===== src/rtl/ahb_master_burst_ctrl_if.sv =====
// Command, write-data and AHB beat signals between the burst sequencer and its neighbours.
// master: the sequencer itself; slave: whatever drives commands and consumes the beat stream.
interface ahb_master_burst_ctrl_if #(
  parameter int WDT = 32
);
  logic           i_hready;
  logic           i_hgrant;
  logic           i_cmd_valid;
  logic           o_cmd_ready;
  logic           i_cmd_write;
  logic [31:0]    i_cmd_addr;
  logic [7:0]     i_cmd_len;
  logic [3:0]     i_cmd_prot;
  logic           i_cmd_lock;
  logic [WDT-1:0] i_wr_data;
  logic           i_wr_dav;
  logic           o_wr_rd;
  logic           o_hwrite;
  logic [WDT-1:0] o_hwdata;
  logic [31:0]    o_haddr;
  logic [1:0]     o_htrans;
  logic [1:0]     o_hburst;
  logic [1:0]     o_hsize;
  logic [3:0]     o_hprot;
  logic           o_hlock;
  logic           o_hbusreq;

  modport master (
    input  i_hready, i_hgrant, i_cmd_valid, i_cmd_write, i_cmd_addr, i_cmd_len,
           i_cmd_prot, i_cmd_lock, i_wr_data, i_wr_dav,
    output o_cmd_ready, o_wr_rd, o_hwrite, o_hwdata, o_haddr, o_htrans, o_hburst,
           o_hsize, o_hprot, o_hlock, o_hbusreq
  );

  modport slave (
    output i_hready, i_hgrant, i_cmd_valid, i_cmd_write, i_cmd_addr, i_cmd_len,
           i_cmd_prot, i_cmd_lock, i_wr_data, i_wr_dav,
    input  o_cmd_ready, o_wr_rd, o_hwrite, o_hwdata, o_haddr, o_htrans, o_hburst,
           o_hsize, o_hprot, o_hlock, o_hbusreq
  );
endinterface


===== src/rtl/ahb_master_burst_ctrl.sv =====
// Turns one read/write command into a registered SINGLE/INCR AHB beat stream; beats advance only on hready & hgrant.
// Write underrun inserts BUSY; 1KB crossings and grant loss restart the burst with NONSEQ.
module ahb_master_burst_ctrl #(
  parameter int WDT = 32
) (
  input logic                 i_hclk,
  input logic                 i_hreset_n,
  ahb_master_burst_ctrl_if.master bus
);

  localparam int          INC   = WDT / 8;
  localparam logic [31:0] AMASK = ~(32'(INC) - 32'd1);
  localparam logic [1:0]  HSIZE = (WDT == 64) ? 2'd3 : 2'd2;

  localparam logic [1:0] TR_IDLE = 2'd0;
  localparam logic [1:0] TR_BUSY = 2'd1;
  localparam logic [1:0] TR_NSEQ = 2'd2;
  localparam logic [1:0] TR_SEQ  = 2'd3;
  localparam logic [1:0] BU_SINGLE = 2'd0;
  localparam logic [1:0] BU_INCR   = 2'd1;

  typedef enum logic [1:0] {ST_IDLE, ST_ARB, ST_XFER, ST_LAST} state_t;

  state_t      state;
  logic        write_q;
  logic        single_q;
  logic [31:0] addr_q;   // address of the next beat still to be loaded
  logic [8:0]  rem_q;    // beats not yet loaded
  logic        adv;
  logic        beat_go;

  assign adv     = bus.i_hready & bus.i_hgrant;
  assign beat_go = adv & ((state == ST_ARB) | (state == ST_XFER)) & (~write_q | bus.i_wr_dav);

  assign bus.o_wr_rd = beat_go & write_q;
  assign bus.o_hsize = HSIZE;

  always_ff @(posedge i_hclk or negedge i_hreset_n) begin
    if (!i_hreset_n) begin
      state           <= ST_IDLE;
      write_q         <= 1'b0;
      single_q        <= 1'b0;
      addr_q          <= 32'd0;
      rem_q           <= 9'd0;
      bus.o_cmd_ready <= 1'b1;
      bus.o_htrans    <= TR_IDLE;
      bus.o_hwrite    <= 1'b1;
      bus.o_hwdata    <= '0;
      bus.o_haddr     <= 32'd0;
      bus.o_hburst    <= BU_SINGLE;
      bus.o_hprot     <= 4'd0;
      bus.o_hlock     <= 1'b0;
      bus.o_hbusreq   <= 1'b0;
    end else begin
      // Lost grant with a SEQ on the bus: re-present it as the start of a fresh INCR burst.
      if (bus.i_hready && !bus.i_hgrant && bus.o_htrans == TR_SEQ) begin
        bus.o_htrans <= TR_NSEQ;
        bus.o_hburst <= BU_INCR;
      end

      case (state)
        ST_IDLE: begin
          if (bus.i_cmd_valid && bus.o_cmd_ready) begin
            write_q         <= bus.i_cmd_write;
            single_q        <= (bus.i_cmd_len == 8'd0);
            addr_q          <= bus.i_cmd_addr & AMASK;
            rem_q           <= 9'(bus.i_cmd_len) + 9'd1;
            bus.o_cmd_ready <= 1'b0;
            bus.o_hprot     <= bus.i_cmd_prot;
            bus.o_hlock     <= bus.i_cmd_lock;
            bus.o_hbusreq   <= 1'b1;
            state           <= ST_ARB;
          end else begin
            bus.o_cmd_ready <= 1'b1;
          end
        end

        ST_ARB, ST_XFER: begin
          if (beat_go) begin
            bus.o_htrans <= (state == ST_ARB || addr_q[9:0] == 10'd0) ? TR_NSEQ : TR_SEQ;
            if (state == ST_ARB) begin
              bus.o_hburst <= single_q ? BU_SINGLE : BU_INCR;
            end
            bus.o_haddr  <= addr_q;
            bus.o_hwrite <= write_q;
            if (write_q) begin
              bus.o_hwdata <= bus.i_wr_data;
            end
            addr_q <= addr_q + 32'(INC);
            rem_q  <= rem_q - 9'd1;
            if (rem_q == 9'd1) begin
              bus.o_hbusreq <= 1'b0;
              bus.o_hlock   <= 1'b0;
              state         <= ST_LAST;
            end else begin
              state <= ST_XFER;
            end
          end else if (adv) begin
            // Write data not ready: idle before the first beat, BUSY inside the burst.
            if (state == ST_ARB) begin
              bus.o_htrans <= TR_IDLE;
            end else begin
              bus.o_htrans <= TR_BUSY;
              bus.o_haddr  <= addr_q;
            end
          end
        end

        ST_LAST: begin
          if (adv) begin
            bus.o_htrans <= TR_IDLE;
            state        <= ST_IDLE;
          end
        end

        default: state <= ST_IDLE;
      endcase
    end
  end

endmodule


===== src/flat_wrapper.sv =====
// flat-port wrapper written by rule: the top's interface ports become plain ports
module ahb_master_burst_ctrl_flat 
#(
  parameter int WDT = 32
)
  (i_hclk, i_hreset_n, bus_i_hready, bus_i_hgrant, bus_i_cmd_valid, bus_i_cmd_write, bus_i_cmd_addr, bus_i_cmd_len, bus_i_cmd_prot, bus_i_cmd_lock, bus_i_wr_data, bus_i_wr_dav, bus_o_cmd_ready, bus_o_wr_rd, bus_o_hwrite, bus_o_hwdata, bus_o_haddr, bus_o_htrans, bus_o_hburst, bus_o_hsize, bus_o_hprot, bus_o_hlock, bus_o_hbusreq);
  ahb_master_burst_ctrl_if #(.WDT(WDT)) bus_i ();
  input logic i_hclk;
  input logic i_hreset_n;
  input wire logic [$bits(bus_i.i_hready)-1:0] bus_i_hready;
  input wire logic [$bits(bus_i.i_hgrant)-1:0] bus_i_hgrant;
  input wire logic [$bits(bus_i.i_cmd_valid)-1:0] bus_i_cmd_valid;
  input wire logic [$bits(bus_i.i_cmd_write)-1:0] bus_i_cmd_write;
  input wire logic [$bits(bus_i.i_cmd_addr)-1:0] bus_i_cmd_addr;
  input wire logic [$bits(bus_i.i_cmd_len)-1:0] bus_i_cmd_len;
  input wire logic [$bits(bus_i.i_cmd_prot)-1:0] bus_i_cmd_prot;
  input wire logic [$bits(bus_i.i_cmd_lock)-1:0] bus_i_cmd_lock;
  input wire logic [$bits(bus_i.i_wr_data)-1:0] bus_i_wr_data;
  input wire logic [$bits(bus_i.i_wr_dav)-1:0] bus_i_wr_dav;
  output wire logic [$bits(bus_i.o_cmd_ready)-1:0] bus_o_cmd_ready;
  output wire logic [$bits(bus_i.o_wr_rd)-1:0] bus_o_wr_rd;
  output wire logic [$bits(bus_i.o_hwrite)-1:0] bus_o_hwrite;
  output wire logic [$bits(bus_i.o_hwdata)-1:0] bus_o_hwdata;
  output wire logic [$bits(bus_i.o_haddr)-1:0] bus_o_haddr;
  output wire logic [$bits(bus_i.o_htrans)-1:0] bus_o_htrans;
  output wire logic [$bits(bus_i.o_hburst)-1:0] bus_o_hburst;
  output wire logic [$bits(bus_i.o_hsize)-1:0] bus_o_hsize;
  output wire logic [$bits(bus_i.o_hprot)-1:0] bus_o_hprot;
  output wire logic [$bits(bus_i.o_hlock)-1:0] bus_o_hlock;
  output wire logic [$bits(bus_i.o_hbusreq)-1:0] bus_o_hbusreq;
  assign bus_i.i_hready = bus_i_hready;
  assign bus_i.i_hgrant = bus_i_hgrant;
  assign bus_i.i_cmd_valid = bus_i_cmd_valid;
  assign bus_i.i_cmd_write = bus_i_cmd_write;
  assign bus_i.i_cmd_addr = bus_i_cmd_addr;
  assign bus_i.i_cmd_len = bus_i_cmd_len;
  assign bus_i.i_cmd_prot = bus_i_cmd_prot;
  assign bus_i.i_cmd_lock = bus_i_cmd_lock;
  assign bus_i.i_wr_data = bus_i_wr_data;
  assign bus_i.i_wr_dav = bus_i_wr_dav;
  assign bus_o_cmd_ready = bus_i.o_cmd_ready;
  assign bus_o_wr_rd = bus_i.o_wr_rd;
  assign bus_o_hwrite = bus_i.o_hwrite;
  assign bus_o_hwdata = bus_i.o_hwdata;
  assign bus_o_haddr = bus_i.o_haddr;
  assign bus_o_htrans = bus_i.o_htrans;
  assign bus_o_hburst = bus_i.o_hburst;
  assign bus_o_hsize = bus_i.o_hsize;
  assign bus_o_hprot = bus_i.o_hprot;
  assign bus_o_hlock = bus_i.o_hlock;
  assign bus_o_hbusreq = bus_i.o_hbusreq;
  ahb_master_burst_ctrl #(.WDT(WDT)) u_core (.i_hclk(i_hclk), .i_hreset_n(i_hreset_n), .bus(bus_i));
endmodule

===== config.mk =====
export PLATFORM = sky130hd
export DESIGN_NAME = ahb_master_burst_ctrl_flat
export DESIGN_NICKNAME = d
export VERILOG_FILES = /design/src/rtl/ahb_master_burst_ctrl_if.sv /design/src/rtl/ahb_master_burst_ctrl.sv /design/src/flat_wrapper.sv
export SDC_FILE = /design/constraint.sdc
export NUM_CORES = 1
export LEC_CHECK = 0
export BUFFER_PORTS_ARGS = -buffer_cell sky130_fd_sc_hd__buf_2
export CAP_MARGIN = 10
export CORE_ASPECT_RATIO = 1.75
export CORE_MARGIN = 8
export CORE_UTILIZATION = 57
export CTS_BUF_LIST = sky130_fd_sc_hd__clkbuf_16
export DETAILED_ROUTE_END_ITERATION = 6
export PLACE_DENSITY_LB_ADDON = 0.25
export SYNTH_ARGS = -nofsm -noshare
export SYNTH_HDL_FRONTEND = slang
export SYNTH_SLANG_ARGS = --single-unit

===== constraint.sdc =====
create_clock -name i_hclk -period 5.15 [get_ports i_hclk]
set_input_delay 0.2575 -clock i_hclk [delete_from_list [all_inputs] [get_ports i_hclk]]
set_output_delay 0.2575 -clock i_hclk [all_outputs]
set_load 0.02 [all_outputs]

# Yosys cells after proc, flatten, opt, wreduce, memory -nomap -nowiden

Index checks and enable logic that the tools add are counted.
W data, S select, Z words.

Bits in registers: 121

Add/sub/neg operators: 3
Equal/unequal tests: 10
Mux-type cells: 33
Bitwise gates (word level): 7
Reductions and logical operators: 18

Operators with widths:

| cell                    | number |
|---|---|
| $mux W32                | 5 |
| $pmux W32 S2            | 1 |
| $add A32 B3 Y32 const B | 1 |
| $mux W2                 | 11 |
| $mux W9                 | 2 |
| $pmux W9 S2             | 1 |
| $reduce_and A3 Y1       | 4 |
| $logic_not A10 Y1       | 1 |
| $ne A2 B1 Y1 const B    | 5 |
| $add A8 B1 Y9 const B   | 1 |
| $eq A9 B1 Y1 const B    | 1 |
| $mux W1                 | 9 |
| $sub A9 B1 Y9 const B   | 1 |
| $logic_not A8 Y1        | 1 |
| $eq A2 B2 Y1 const B    | 3 |
| $pmux W2 S3             | 1 |
| $and A1 B1 Y1           | 4 |
| $pmux W1 S2             | 2 |
| $pmux W2 S2             | 1 |
| $reduce_and A2 Y1       | 2 |
| $reduce_and A4 Y1       | 1 |
| $reduce_bool A2 Y1      | 2 |
| $logic_and A1 B1 Y1     | 3 |
| $eq A2 B1 Y1 const B    | 1 |
| other kinds (6)         | 7 |

# Longest topological paths before layout

Depth after elaboration: 7
Depth in mapped cells: 9
Depth with buffers taken out: 7

# Worst setup path after synthesis

OpenSTA, ideal clock, no wires.

Path type: register to register
From: register u_core.state[0]
To: register u_core.addr_q[24]
Library setup time: 0.099 ns
Arrival time: 2.030 ns
Setup slack: 3.020 ns
Cell stages (with the launch flop): 10
Buffers on the path: 2
Cell sequence: dfrtp_1 -> inv_1 -> ha_1 -> clkbuf_1 -> inv_1 -> o21ai_1 -> and2_1 -> clkbuf_1 -> o22ai_1 -> a311oi_1

Cells in the longest elaborated chain, start to end: 6
Elaborated cells between the ends (all ways): 12

Ends and longest elaborated chain:

| item                                                | RTL line                                                 | source |
|---|---|---|
| start: declaration                                  | ahb_master_burst_ctrl.sv:24                              | `state_t state;` |
| start signal: assignment                            | ahb_master_burst_ctrl.sv:40                              | `state <= ST_IDLE;` |
| start signal: assignment                            | ahb_master_burst_ctrl.sv:72                              | `state <= ST_ARB;` |
| start signal: assignment                            | ahb_master_burst_ctrl.sv:94                              | `state <= ST_LAST;` |
| $eq A2 B1 Y1 / $eq A2 B2 Y1 (equally long branches) | ahb_master_burst_ctrl.sv:33, ahb_master_burst_ctrl.sv:61 |  |
| $or A1 B1 Y1                                        | ahb_master_burst_ctrl.sv:33                              | `assign beat_go = adv & ((state == ST_ARB) \| (state == ST_XFER)) & (~write_q \| bus.i_wr_dav);` |
| $and A1 B1 Y1 (2 in a row)                          | ahb_master_burst_ctrl.sv:33                              |  |
| $ne A2 B1 Y1 (no source line)                       | --                                                       |  |
| $reduce_and A3 Y1 (no source line)                  | --                                                       |  |
| end signal: assignment                              | ahb_master_burst_ctrl.sv:66                              | `addr_q <= bus.i_cmd_addr & AMASK;` |
| end signal: assignment                              | ahb_master_burst_ctrl.sv:89                              | `addr_q <= addr_q + 32'(INC);` |
| end: declaration                                    | ahb_master_burst_ctrl.sv:27                              | `logic [31:0] addr_q;` |

Several ways; a longest one is shown, not always the timed one.
A chain may end at the register's enable or synchronous reset.

# Worst setup path in the final report

From: register u_core.state[1]
To: register u_core.rem_q[7]

Cells in the longest elaborated chain, start to end: 6
Elaborated cells between the ends (all ways): 12

Ends and longest elaborated chain:

| item                                                | RTL line                                                 | source |
|---|---|---|
| $eq A2 B1 Y1 / $eq A2 B2 Y1 (equally long branches) | ahb_master_burst_ctrl.sv:33, ahb_master_burst_ctrl.sv:61 |  |
| $or A1 B1 Y1                                        | ahb_master_burst_ctrl.sv:33                              |  |
| $and A1 B1 Y1 (2 in a row)                          | ahb_master_burst_ctrl.sv:33                              |  |
| $ne A2 B1 Y1 (no source line)                       | --                                                       |  |
| $reduce_and A3 Y1 (no source line)                  | --                                                       |  |
| end signal: assignment                              | ahb_master_burst_ctrl.sv:67                              | `rem_q <= 9'(bus.i_cmd_len) + 9'd1;` |
| end signal: assignment                              | ahb_master_burst_ctrl.sv:90                              | `rem_q <= rem_q - 9'd1;` |
| end: declaration                                    | ahb_master_burst_ctrl.sv:28                              | `logic [8:0] rem_q;` |

Several ways; a longest one is shown, not always the timed one.

==> impl_metrics.json <==
{
  "status": "finished clean",
  "first_global_vias": 5405,
  "max_cap_violations": 0,
  "wl_per_cell_um": 18.7,
  "power_frac_seq_pct": 32.9,
  "crit_start": "u_core.state[1]",
  "setup_violations": 0,
  "synth_edf_count": 0,
  "area_growth_pct": 24.4,
  "syn_inst": 571,
  "cts_tree": "built",
  "ys.flop_type": "dfrtp_1",
  "portBuffers": 156,
  "cp.arrival_ps": 4080,
  "ys_ff_latch": 117,
  "wl_um": 16100,
  "cts_buffer_depth": 2,
  "hpwl_um": 11700,
  "regToRegStartpoint": "u_core.state[1]",
  "p_int_mw": 2.93,
  "rows": 49,
  "avgSynthCellArea_um2": 10.2,
  "slew_headroom_pct": 20.9,
  "clockPowerShare_pct": 22.3,
  "cts.sinks": 117,
  "clk_pin_slew_ps": 60,
  "min_period_ps": 3790,
  "pin_count": 163,
  "viasPerCell": 5.95,
  "grt_pass1_wl_um": 26000,
  "numCtsBuffers": 17,
  "p_comb_share_pct": 44.8,
  "netlist_area_mm2": 0.00584,
  "netSwitchingPower_mw": 2.23,
  "worstPathRequired_ps": 5440,
  "finClkSkew_ps": 9.60,
  "drt_iter0_drc": 358,
  "r2r_cells": 8,
  "use_met1_pct": 24.2,
  "r2r-end": "u_core.rem_q[7]",
  "clk_latency_ps": 410,
  "diodes": 0,
  "crit_type": "flip-flop to flip-flop",
  "die_h_um": 150,
  "start_util_pct": 57.8,
  "route.detailed.drc": 0,
  "cts_max_level": 4,
  "final_nets": 812,
  "coreArea_mm2": 0.0101,
  "grtUsageMet3_pct": 8.84,
  "end_kind": "flip-flop",
  "reg2reg_slack_ps": 1360,
  "setup_tns_ps": 0,
  "vias": 5109,
  "final_hold_viol_count": 0,
  "grt.met2_usage_pct": 40.8,
  "fin_cells": 858,
  "ys_seq_area_share_pct": 50.1,
  "min-delay-start": "bus_i_wr_data[13]",
  "gp_congestion": 0.836,
  "grt_start_max_net_pins": 73,
  "ys_types": 61,
  "cts_resized": 0,
  "postCtsSetupBuffers": 0,
  "worst_setup_path_start_kind": "flip-flop",
  "grt_antenna_before_repair": 0,
  "fmax_mhz": 264,
  "ctsHoldBuffers": 1,
  "cp_max_fo": 22,
  "p_leak_nw": 3.43,
  "die_w_um": 92.5,
  "ys.warnings.count": 0,
  "holdPathStages": 2,
  "drive_gt1_share_pct": 35.6,
  "holdPathEnd": "u_core.bus.o_hwdata[13]",
  "hp-class": "input port to flip-flop",
  "rsz0062_at_grt": "false",
  "cts-root-buf": "clkbuf_16",
  "die-area_mm2": 0.0139,
  "dpl.cell_count": 825,
  "grt_busiest_layer": "met2",
  "drtPass1Iterations": 5,
  "grt_usage_pct": 23.5,
  "period_share_pct": 73.5,
  "synthArstFlopShare_pct": 100,
  "tightest_slew_ps": 1180,
  "netSwitchingFraction_pct": 43.2,
  "slew_viol_final": 0,
  "powerDensity_mw_per_mm2": 710,
  "peakVddDrop_uv": 402,
  "ant_nets": 0,
  "grt_overflow_total": 0
}
Yosys cell counts (3+ instances only):
cell         n  area (µm²)
nor3_1      12        60.1
a2bb2oi_1    4        35.0
inv_1       20        75.1
nand4_1     11        68.8
o21a_1       4        30.0
buf_1        4        15.0
o21ai_1      3        15.0
nand2_1     59         221
mux2_2      58         653
ha_1        10         125
o22ai_1     19         119
dfrtp_1    115        2880
xnor2_1      4        35.0
o21ai_0     28         140
nand2b_1     3        18.8
buf_4        4        30.0
a21oi_1     32         160
nor2_1      40         150
nand3_1     32         160
clkbuf_1    25        93.8
a311oi_1     6        52.6
mux2i_1     12         120
o211ai_1     4        30.0
and3_1       3        18.8
a21o_1       3        22.5
nor4_1       6        37.5
and4_1       3        26.3
cell type report:
type / count / area (µm²)
timing repair buffer: 161 / 823
clock inverter: 15 / 156
multi-input combinational: 401 / 2700
sequential: 117 / 2930
inverter: 20 / 75.1
tap: 127 / 159
clock buffer: 17 / 425
fill: 783 / 2850
sequential cells by signal (all words and copies together) (netlist names):
name	flops
u_core.bus.o_hwdata	32
u_core.addr_q	30
u_core.bus.o_haddr	30
u_core.rem_q	9
u_core.bus.o_hprot	4
u_core.bus.o_hburst	2
u_core.bus.o_htrans	2
u_core.state	2
u_core.bus.o_cmd_ready	1
u_core.bus.o_hbusreq	1
u_core.bus.o_hlock	1
u_core.bus.o_hwrite	1
u_core.single_q	1
u_core.write_q	1
worst max-delay path by stage:
| stage | slack, ps | to | cells after the start |
|---|---|---|---|
| global placement | 1550 | u_core.rem_q[7] | 8 |
| detailed placement | 1420 | u_core.rem_q[7] | 8 |
| global route | 1150 | u_core.addr_q[24] | 8 |
| finish | 1360 | u_core.rem_q[7] | 8 |
| floorplan | 3020 | u_core.addr_q[24] | 9 |
| CTS | 1380 | u_core.rem_q[7] | 8 |
power by group through the flow:
stage | clock network [mW] | logic, mW | registers, mW
finish | 1.15 | 2.31 | 1.70
global route | 1.20 | 2.53 | 1.75
detailed placement | 0 | 2.31 | 1.70
global placement | 0 | 2.21 | 1.67
floorplan | 0 | 1.32 | 1.96
CTS | 1.16 | 2.32 | 1.69
critical path: stages (launching register included):
cell and delay [ps]:
dfrtp_1 400, inv_1 110, ha_1 680, nand3_1 140, buf_4 240, o21ai_1 480
nand2_1 710, o311a_1 570, a311o_1 320
per-stage QoR:
step	utilization, %	power (mW)	hold WS [ps]	area, µm²	setup slack [ps]
after floorplan	-	3.28	-38.1	5850	3020
after global placement	66.0	3.88	286	6670	1550
after detailed placement	66.0	4.01	300	6670	1420
after CTS	71.8	5.18	69.9	7270	1380
after global routing	71.8	5.48	71.2	7270	1150
final	71.8	5.16	75.3	7270	1360
kinds of logic after synthesis:
| family | after synthesis | share of synthesized area [%] |
|---|---|---|
| muxes | 71 | 13.5 |
| xor gates and xnor gates | 6 | 0.899 |
| adders and majority gates | 10 | 2.14 |
| AOI/OAI and AO/OA | 122 | 13.3 |
| buffers and inverters | 55 | 3.83 |
| other | 2 | 0.129 |
| and+or+nand+nor | 188 | 16.1 |
| DFF | 117 | 50.1 |
layout by cell type, fill, tap and decap left out, types with 11 or more instances in the layout:
master	n
a21oi_1	32
buf_2	155
clkbuf_16	17
dfrtp_1	115
inv_1	20
mux2_2	58
mux2i_1	12
nand2_1	58
nand3_1	32
nand4_1	11
nor2_1	40
nor3_1	12
o21ai_0	28
o22ai_1	19
routing by layer:
metal	part of all wire, %	up-vias	wire (µm)
met4	2.8	0	449
met5	0	-	0
met3	8.7	38	1400
met1	36	2475	5800
li1	-	2368	-
met2	52	228	8410
No activity file was read; power rests on OpenSTA's default activity.
